--- config.mk ---
export PLATFORM = sky130hd
export DESIGN_NAME = jt7759_rom_resp
export DESIGN_NICKNAME = d
export VERILOG_FILES = /design/src/rtl/jt7759_rom_resp.sv
export SDC_FILE = /design/constraint.sdc
export NUM_CORES = 1
export LEC_CHECK = 0
export ABC_AREA = 1
export CAP_MARGIN = 20
export CORE_MARGIN = 2
export CORE_UTILIZATION = 35
export DETAILED_ROUTE_END_ITERATION = 10
export GPL_ROUTABILITY_DRIVEN = 0
export PLACE_DENSITY = 0.55
export SYNTH_ARGS = -nofsm -noshare
export SYNTH_HDL_FRONTEND = slang
export SYNTH_SLANG_ARGS = --single-unit
--- constraint.sdc ---
create_clock -name clk -period 5.04 [get_ports clk]
set_input_delay 0.756 -clock clk [delete_from_list [all_inputs] [get_ports clk]]
set_output_delay 0.756 -clock clk [all_outputs]
set_load 0.01 [all_outputs]
--- src/rtl/jt7759_rom_resp.sv ---
// JT7759 ROM responder: two-entry word buffer with LRU fill,
// sequential prefetch and a req/ack fetch port to 16-bit memory.
`timescale 1ns/1ps
module jt7759_rom_resp #(
  parameter bit PREFETCH = 1'b1
) (
  input  logic        rst,
  input  logic        clk,
  input  logic        rom_cs,
  input  logic [16:0] rom_addr,
  output logic [7:0]  rom_data,
  output logic        rom_ok,
  input  logic        flush,
  output logic        mem_req,
  output logic [15:0] mem_addr,
  input  logic        mem_ack,
  input  logic [15:0] mem_data
);

  typedef enum logic [1:0] {
    IDLE,
    FETCH,
    PREF
  } state_t;

  state_t      state_q;
  logic [1:0]  valid_q;
  logic [15:0] tag_q  [2];
  logic [15:0] word_q [2];
  logic        lru_q;
  logic        req_q;
  logic [15:0] maddr_q;
  logic        discard_q;
  logic        ok_q;
  logic [7:0]  data_q;
  logic [16:0] addr_q;

  logic [15:0] cur_d;
  logic [15:0] nxt_d;
  logic        hit0_d;
  logic        hit1_d;
  logic        hit_d;
  logic        nbuf_d;
  logic [15:0] sel_d;
  logic [7:0]  byte_d;

  always_comb begin
    cur_d  = rom_addr[16:1];
    nxt_d  = cur_d + 16'd1;
    hit0_d = valid_q[0] && (tag_q[0] == cur_d);
    hit1_d = valid_q[1] && (tag_q[1] == cur_d);
    hit_d  = hit0_d || hit1_d;
    nbuf_d = (valid_q[0] && (tag_q[0] == nxt_d))
          || (valid_q[1] && (tag_q[1] == nxt_d));
    sel_d  = hit1_d ? word_q[1] : word_q[0];
    byte_d = rom_addr[0] ? sel_d[15:8] : sel_d[7:0];
  end

  always_ff @(posedge clk or posedge rst) begin
    if (rst) begin
      state_q   <= IDLE;
      valid_q   <= 2'b00;
      tag_q[0]  <= '0;
      tag_q[1]  <= '0;
      word_q[0] <= '0;
      word_q[1] <= '0;
      lru_q     <= 1'b0;
      req_q     <= 1'b0;
      maddr_q   <= '0;
      discard_q <= 1'b0;
      ok_q      <= 1'b0;
      data_q    <= '0;
      addr_q    <= '0;
    end else begin
      ok_q   <= rom_cs && hit_d && !flush;
      data_q <= byte_d;
      addr_q <= rom_addr;
      if (rom_cs && hit_d) lru_q <= hit0_d;
      if (flush) valid_q <= 2'b00;
      unique case (state_q)
        IDLE: begin
          if (rom_cs && !hit_d) begin
            req_q   <= 1'b1;
            maddr_q <= cur_d;
            state_q <= FETCH;
          end else if (PREFETCH && rom_cs && hit_d && !nbuf_d) begin
            req_q   <= 1'b1;
            maddr_q <= nxt_d;
            state_q <= PREF;
          end
        end
        FETCH, PREF: begin
          if (mem_ack) begin
            req_q     <= 1'b0;
            state_q   <= IDLE;
            discard_q <= 1'b0;
            // a flush seen during or with the ack drops the word
            if (!flush && !discard_q) begin
              valid_q[lru_q] <= 1'b1;
              tag_q[lru_q]   <= maddr_q;
              word_q[lru_q]  <= mem_data;
              lru_q          <= ~lru_q;
            end
          end else if (flush) begin
            discard_q <= 1'b1;
          end
        end
        default: state_q <= IDLE;
      endcase
    end
  end

  assign mem_req  = req_q;
  assign mem_addr = maddr_q;
  assign rom_data = data_q;
  assign rom_ok   = ok_q && (rom_addr == addr_q);

endmodule
* Yosys cells after proc, flatten, opt, wreduce, memory -nomap -nowiden
Index checks and enable logic that the tools add are counted.
Storage, ports and cells: output and inout port bits 26, bits of input ports 38, register bits after elaboration 113, word-level logic and storage cells 86
Operators by class: mux-type cells 28, reduce and logical (&&, ||, !) cells 28, bitwise operators 3, eq/ne operators 9, add/sub/neg operators 1, magnitude comparators 4
Operators with widths (count):
- $bwmux 32 | 2
- $eq 16x16->1 | 4
- $mux 16 | 4
- $eq 17x17->1 | 1
- $add 16x1->16 const B | 1
- $demux 16 s1 | 1
- $mux 2 | 7
- $logic_and 1x1->1 | 12
- $mux 1 | 10
- $mux 8 | 1
- $reduce_and 2->1 | 3
- $reduce_and 3->1 | 2
- $reduce_bool 2->1 | 3
- $logic_not 1->1 | 4
- $pmux 2 s2 | 1
- $ne 3x3->1 const B | 1
- $eq 2x1->1 const B | 1
- $eq 2x2->1 const B | 1
- $ge 2x2->1 const B | 1
- $logic_not 2->1 | 1
- $logic_or 1x1->1 | 2
- $lt 1x2->1 const B | 1
- $lt 2x1->1 const B | 1
- $ne 2x2->1 const B | 1
- other kinds (7) | 7

* Logic depth before layout (Yosys ltp)
Gate-level depths: netlist (run 1).
depth in word-level cells 9, gate-level depth with buffers 19, depth with buffers taken out 18

* Worst setup path after synthesis (run 1)
Ideal clock, no wire load.
path type input-to-reg, from in rom_addr[1], to reg maddr_q[15], in the netlist mem_addr[15], library setup time 118 ps, path buffers 1, arrival 2309 ps, stages on the path 17, data required time 4922 ps, path slack 2613 ps, cells stage by stage ha_1 -> nand2_2 -> nor2_2 -> nand3_1 -> nand2_1 -> nand2_1 -> nand2_1 -> nand2_1 -> nor2_1 -> nand3_2 -> nand3_2 -> nand2_2 -> nand2_2 -> inv_2 -> buf_6 -> nand2_2 -> o21ai_2
Between the ends: longest elaborated chain between the ends 8, elaborated cells on any way between the ends 20, classes of those cells add/sub: 1; eq/ne: 4; mux: 2; reduce/logical: 13
Ends and longest elaborated chain:
- from (decl) | line 10 | input logic [16:0] rom_addr,
- $add 16x1->16 | line 49 | nxt_d = cur_d + 16'd1;
- $eq 16x16->1, on equally long branches | line 53, 54
- $logic_and 1x1->1, on equally long branches | line 53, 54
- $logic_or 1x1->1 | line 54 | || (valid_q[1] && (tag_q[1] == nxt_d));
- $logic_not 1->1 | line 86 | end else if (PREFETCH && rom_cs && hit_d && !nbuf_d) begin
- $logic_and 1x1->1 | line 86
- $reduce_bool 2->1 (no source line)
- $reduce_and 2->1 (no source line)
- to (signal assigned) | line 84 | maddr_q <= cur_d;
- to (signal assigned) | line 88 | maddr_q <= nxt_d;
- to (decl) | line 32 | logic [15:0] maddr_q;
Several ways; a longest one is shown, not always the timed one. The select of a mux whose other input is x is not followed. A chain may end at the register's enable or synchronous reset.

* Worst setup path in the final report (run 1)
from in rom_addr[12], to out rom_ok
Between the ends: longest elaborated chain between the ends 2
Ends and longest elaborated chain:
- $eq 17x17->1 | line 116 | assign rom_ok = ok_q && (rom_addr == addr_q);
- $logic_and 1x1->1 | line 116
- to (decl) | line 12 | output logic rom_ok,
Every way passes these cells.

==> results of run 1 <==
-- power groups by stage --
stage	clock, µW	sequential, µW	combinational (µW)
after global routing	1250	1530	1460
after detailed placement	0	1490	1280
after CTS	1210	1490	1290
final	1190	1480	1270
after floorplan	0	1470	837
after global placement	0	1500	1280
-- final timing paths --
path	from	to	slack, ns
max in group asynchronous	rst	addr_q[12]	3.37
min in group asynchronous	rst	word_q[26]	0.77
hold / removal	word_q[9]	word_q[9]	0.48
setup / recovery	rom_addr[12]	rom_ok	1.35
hold reg to reg	word_q[9]	word_q[9]	0.48
setup reg to reg	tag_q[27]	mem_addr[5]	2.38
-- state kept, by name, summed over array words and instances, names as in the netlist, 2 cells and up --
register  count
addr_q       17
mem_addr     16
rom_data      8
state_q       2
tag_q        32
valid_q       2
word_q       32
-- cells in the final DEF (no fill, tap or decap), types with 3 or more instances in the layout --
master           synthesis  routed
o21ai_2                 15      15
xor2_1                  15      15
xnor2_1                  8       8
clkinv_2                 0       3
o21ai_0                104     104
clkbuf_16                0      17
nor2_4                   6       6
o22ai_1                  7       7
o211ai_1                 8       8
nand4_1                 10      10
inv_1                  112     111
clkdlybuf4s50_1          0      63
a21oi_1                 14      14
nor2_2                   5       5
nand2_1                234     234
inv_2                   10      10
bufinv_16                0       3
nor2_1                  32      32
buf_4                    6       7
nand2_2                 23      23
nand3_2                  5       6
dfrtp_1                113     113
nand3_1                 38      37
nor4_1                   7       7
-- stage by stage --
stage               cells  utilization [%]  instance area [µm²]  worst slack (ns)  hold slack (ns)
CTS                  1109             43.9                 7640              1.32            0.481
floorplan             820                -                 6280              1.30            0.448
global placement     1082             40.6                 7070              1.20            0.463
finish               1109             43.9                 7640              1.35            0.478
global route         1109             43.9                 7640              1.24            0.493
detailed placement   1082             40.6                 7070              1.22            0.468
-- critical path: stages --
cell	delay [ns]
clkdlybuf4s50_1	0.71
inv_1	0.17
nand2_1	0.08
o21ai_0	0.07
nor4_1	0.38
nand3_1	0.12
nor2_1	0.11
clkdlybuf4s50_1	0.54
-- cell families (layout without fill, tap and decap cells) --
family          after synthesis  count (layout)
compound gates              157             157
xor+xnor                     23              23
simple gates                368             368
buf+inv                     157             221
flops                       113             113
fa+ha+maj                     2               2
-- area by class of cell --
class,count,area (µm²),share of cell area [%]
Tap cell,225,282,3.68
Inverter,124,468,6.12
Clock buffer,20,457,5.98
Multi-Input combinational cell,550,2810,36.8
Timing Repair Buffer,70,683,8.94
Sequential cell,113,2830,37.0
Clock inverter,7,113,1.47
-- routing by layer --
metal / global-route usage, % / wire length [µm]
met1: 25.5 / 8100
met2: 30.4 / 7740
met3: 5.37 / 908
met4: 6.41 / 323
met5: 0 / 0
==> summary.txt, run 1 <==
Placement
  • Hpwl dp: 12.5 mm
  • Port bufs: 63

Clocking
  • CTS tree: yes
  • Clock transition at the registers of the reported paths: 0.05 ns
  • H-tree Lvls: 4
  • Root Buffer: clkbuf_16
  • CTS resizes: 0
  • Clk buf depth: 2
  • Clock Latency Late Sink: 0.42 ns
  • Clock sinks: 113
  • CTS Buf Count: 17
  • Hold bufs inserted after CTS: 0
  • Setup bufs post-CTS: 0

Critical path
  • CP endpoint kind: output pin
  • Type of the worst setup path: in -> out
  • Setup crit start kind: input pin
  • Critical Path RT: 4.28 ns
  • Worst EP arrival: 2.94 ns
  • R2R depth: 9
  • CP max FO: 7

Yosys
  • Post-synthesis sequential area ratio: 45.0%
  • Netlist cell types: 39
  • Cells after synthesis: 820
  • Number of flops mapped to enable cells by yosys: 0
  • Top FF cell, synth: dfrtp_1
  • Synth area leader: dfrtp_1
  • Mux cell area share after synthesis: 0%
  • Syn_area_per_cell: 7.66 µm²
  • Ranking of synthesized cells by area: dfrtp_1, nand2_1, o21ai_0
  • Asr flop ratio synth: 100%
  • Yosys top cell area share: 45.0%
  • Synth Area in Compound Gates: 14.3%
  • Post-Synth Simple-Gate Area: 26.8%
  • Most numerous cell in the Yosys netlist: nand2_1
  • Commonest cells post-synth: nand2_1, dfrtp_1, inv_1, o21ai_0, nand3_1
  • Adder-Cell Fraction of Synth Area: 0.398%
  • #FFs+latches synth: 113
  • Largest family of logic cells by synthesized area: simple AND/OR/NAND/NOR gates
  • Synthesized-area fraction occupied by xor and xnor cells: 3.21%
  • Synth warn: 0
  • Post-Syn Nets: 860
  • Mapped cell area: 6280 µm²

STA
  • RSZ-0062 raised after global routing: false
  • Final setup violation count: 0
  • Max Slew Vio Count: 0
  • Setup_tns: 0 ns
  • Max transition margin: 46.5%
  • Setup Skew: 0.0114 ns
  • Post-route minimum period: 3.69 ns
  • Period utilization: 73.2%
  • Slew @ Worst Pin: 0.801 ns
  • Final Hold Fails: 0
  • Max Clk Rate: 0.271 GHz

Finish
  • Fillers: 1,833
  • Share of post-route cells with drive strength above 1: 12.1%
  • P&R area growth vs syn: 21.7%
  • # nets final: 916
  • Diodes inserted: 0

Drt
  • Final WL: 17.1 mm
  • Vias/cell: 4.84
  • First-pass iteration count of the detailed router: 5
  • WL per Instance: 15.4 µm
  • Final ANT Viol Nets: 0
  • Remaining DRCs: 0
  • Initial DRC Count: 372
  • Routed vias: 5,366

GRT
  • Total GRT Usage: 19.3%
  • First-pass GRT wire length: 27.3 mm
  • Congestion Overflow GR: 0
  • Largest net degree at the start of global routing: 66
  • Vias in the first global route: 5,287
  • Initial antenna violation count: 0

Floorplanning
  • Core ar.: 17,400 µm²
  • Chip width: 138 µm
  • I/O Pins: 64
  • Total die area: 19,000 µm²
  • Die Ht: 138 µm
  • Initial Utilization: 36.1%
  • FP Rows: 48

Hold path
  • Worst hold path depth: 2
  • Worst min path class: reg -> reg

Power and ir drop
  • Flop pwr share: 37.6%
  • Switching power: 1380 µW
  • Pwr dens: 516 nW/µm²
  • Part of the power in the clock network: 30.1%
  • Logic pwr share: 32.3%
  • Leakage: 0.00370 µW
  • Total power: 3940 µW
  • Internal power: 2560 µW
  • Sw Share: 35.0%
  • Worst VDD drop: 0.000280 V

Job
  • # Max-Cap Violations: 0

Status
  • Outcome: complete, no violations
Note: power is estimated with default switching activity, not from simulation.
==> run 2: changes to the inputs <==
- PLACE_DENSITY: 0.55 -> 0.56
- clock period: 5.04 -> 3.35 ns (I/O delays scaled with it)
==> summary.txt, run 2 (synthesis gave the netlist of run 1 again) <==
Finish
  • Share of post-route cells with drive strength above 1: 15.0%
  • # nets final: 943
  • Largest registers: tag_q x32, word_q x32, addr_q x17
  • Diodes inserted: 0
  • P&R area growth vs syn: 26.6%
  • Most common cell after layout, fill and taps aside: nand2_1
  • Commonest cells after routing, fill and taps aside: nand2_1, dfrtp_1, inv_1, o21ai_0, clkdlybuf4s50_1

Power and ir drop
  • Leakage: 0.00387 µW
  • Flop pwr share: 36.3%
  • Part of the power in the clock network: 30.1%
  • Sw Share: 35.1%
  • Switching power: 2150 µW
  • Worst VDD drop: 0.000441 V
  • Logic pwr share: 33.6%
  • Internal power: 3970 µW
  • Pwr dens: 770 nW/µm²

STA
  • Setup_tns: 0 ns
  • RSZ-0062 raised after global routing: false
  • Max Slew Vio Count: 0
  • Max Clk Rate: 0.322 GHz
  • Slew @ Worst Pin: 0.724 ns
  • Setup Skew: 0.00824 ns
  • Final Hold Fails: 0
  • Max transition margin: 51.6%
  • Worst setup slack after layout: 0.242 ns
  • Period utilization: 92.8%
  • Post-route minimum period: 3.11 ns
  • Final setup violation count: 0

Drt
  • Remaining DRCs: 0
  • Final WL: 17.5 mm
  • Routed vias: 5,548
  • WL per Instance: 15.3 µm
  • Initial DRC Count: 524
  • First-pass iteration count of the detailed router: 7
  • Final ANT Viol Nets: 0
  • Vias/cell: 4.86

GRT
  • Vias in the first global route: 5,246
  • Initial antenna violation count: 0
  • Congestion Overflow GR: 0
  • Total GRT Usage: 19.6%
  • Largest net degree at the start of global routing: 52
  • First-pass GRT wire length: 28.1 mm

Status
  • Outcome: complete, no violations

Placement
  • Port bufs: 63
  • Post-Place Worst Slack: 0.184 ns
  • Hpwl dp: 12.8 mm

Critical path
  • Critical Path RT: 2.85 ns
  • R2R depth: 13
  • Buf+Inv Stages, Crit Path: 3
  • Setup crit start kind: input pin
  • Worst flop-to-flop path endpoint: mem_addr[2]
  • WP depth: 8
  • Setup slack, reg-to-reg: 1.02 ns
  • Worst R2R Start: tag_q[21]
  • Slowest cell on crit path: clkdlybuf4s50_1
  • CP endpoint kind: output pin
  • Most frequent CP cell: clkdlybuf4s50_1
  • Worst setup endpoint: rom_ok
  • CP max stage delay: 0.72 ns
  • Start point of the critical path: rom_addr[4]
  • Kind of cell adding the most delay to the critical path: buffers and inverters
  • CP Cell Sequence: clkdlybuf4s50_1 -> inv_2 -> nand2_1 -> o21ai_0 -> nor4_1 -> nand3_1 -> nor2_1 -> clkdlybuf4s50_1
  • CP max FO: 9
  • Type of the worst setup path: in -> out
  • Worst EP arrival: 2.61 ns

Floorplanning
  • Die Ht: 138 µm
  • Total die area: 19,000 µm²
  • Initial Utilization: 36.1%
  • Core ar.: 17,400 µm²
  • I/O Pins: 64
  • Chip width: 138 µm
  • FP Rows: 48

Clocking
  • CTS tree: yes
  • Setup bufs post-CTS: 0
  • CTS Buf Count: 17
  • Root Buffer: clkbuf_16
  • Clk buf depth: 2
  • Clock sinks: 113
  • Clock transition at the registers of the reported paths: 0.05 ns
  • Hold bufs inserted after CTS: 0
  • H-tree Lvls: 4
  • Clock Latency Late Sink: 0.41 ns
  • CTS resizes: 0

Hold path
  • Worst min path class: reg -> reg

Job
  • # Max-Cap Violations: 0
[run 2: per-layer routing]
layer	GRT usage [%]	up-vias	wire (µm)
met2	30.3	189	7910
met4	5.90	0	272
met3	4.20	20	1050
met5	0	-	0
met1	27.6	2560	8230
li1	-	2779	-
[run 2: per-stage QoR]
stage | hold slack (ns) | cell area, µm² | power (µW) | util, % | cells
6_report | 0.475 | 7950 | 6120 | 45.6 | 1141
5_1_grt | 0.501 | 7950 | 6570 | 45.6 | 1141
4_1_cts | 0.482 | 7950 | 6170 | 45.6 | 1141
3_5_place_dp | 0.468 | 7350 | 4290 | 42.2 | 1109
3_3_place_gp | 0.462 | 7350 | 4270 | 42.2 | 1109
2_1_floorplan | 0.448 | 6280 | 3470 | - | 820
[run 2: worst min path at each step]
stage	start	to	slack (ns)	cells past startpoint
floorplan	word_q[10]	word_q[10]	0.45	2
global placement	word_q[15]	word_q[15]	0.46	2
detailed placement	word_q[9]	word_q[9]	0.47	2
CTS	word_q[13]	word_q[13]	0.48	2
global route	word_q[26]	word_q[26]	0.50	2
finish	word_q[11]	word_q[11]	0.47	2
[run 2: power by group through the flow]
stage	registers [µW]	clock network (µW)	logic [µW]
after global routing	2300	1930	2350
after CTS	2220	1860	2080
after global placement	2230	0	2040
after floorplan	2200	0	1260
final	2220	1840	2060
after detailed placement	2230	0	2060
[run 2: cell type report]
cell class | instances | area, µm²
clock inverter | 10 | 134
fill | 1789 | 9470
tap | 225 | 282
multi-input combinational | 550 | 2810
clock buffer | 22 | 464
timing repair buffer | 97 | 961
inverter | 124 | 469
sequential | 113 | 2830
[run 2: worst min-delay path: stages (launching register included)]
cell and delay, ns:
dfrtp_1 0.33, nand2_1 0.05, o21ai_0 0.05
==> run 3: changes to the inputs <==
- HOLD_SLACK_MARGIN: unset -> 0.12
- SKIP_LAST_GASP: unset -> 1
==> results of run 3 <==
Same layout as run 2: the final DEF is identical, and so are final timing and power.
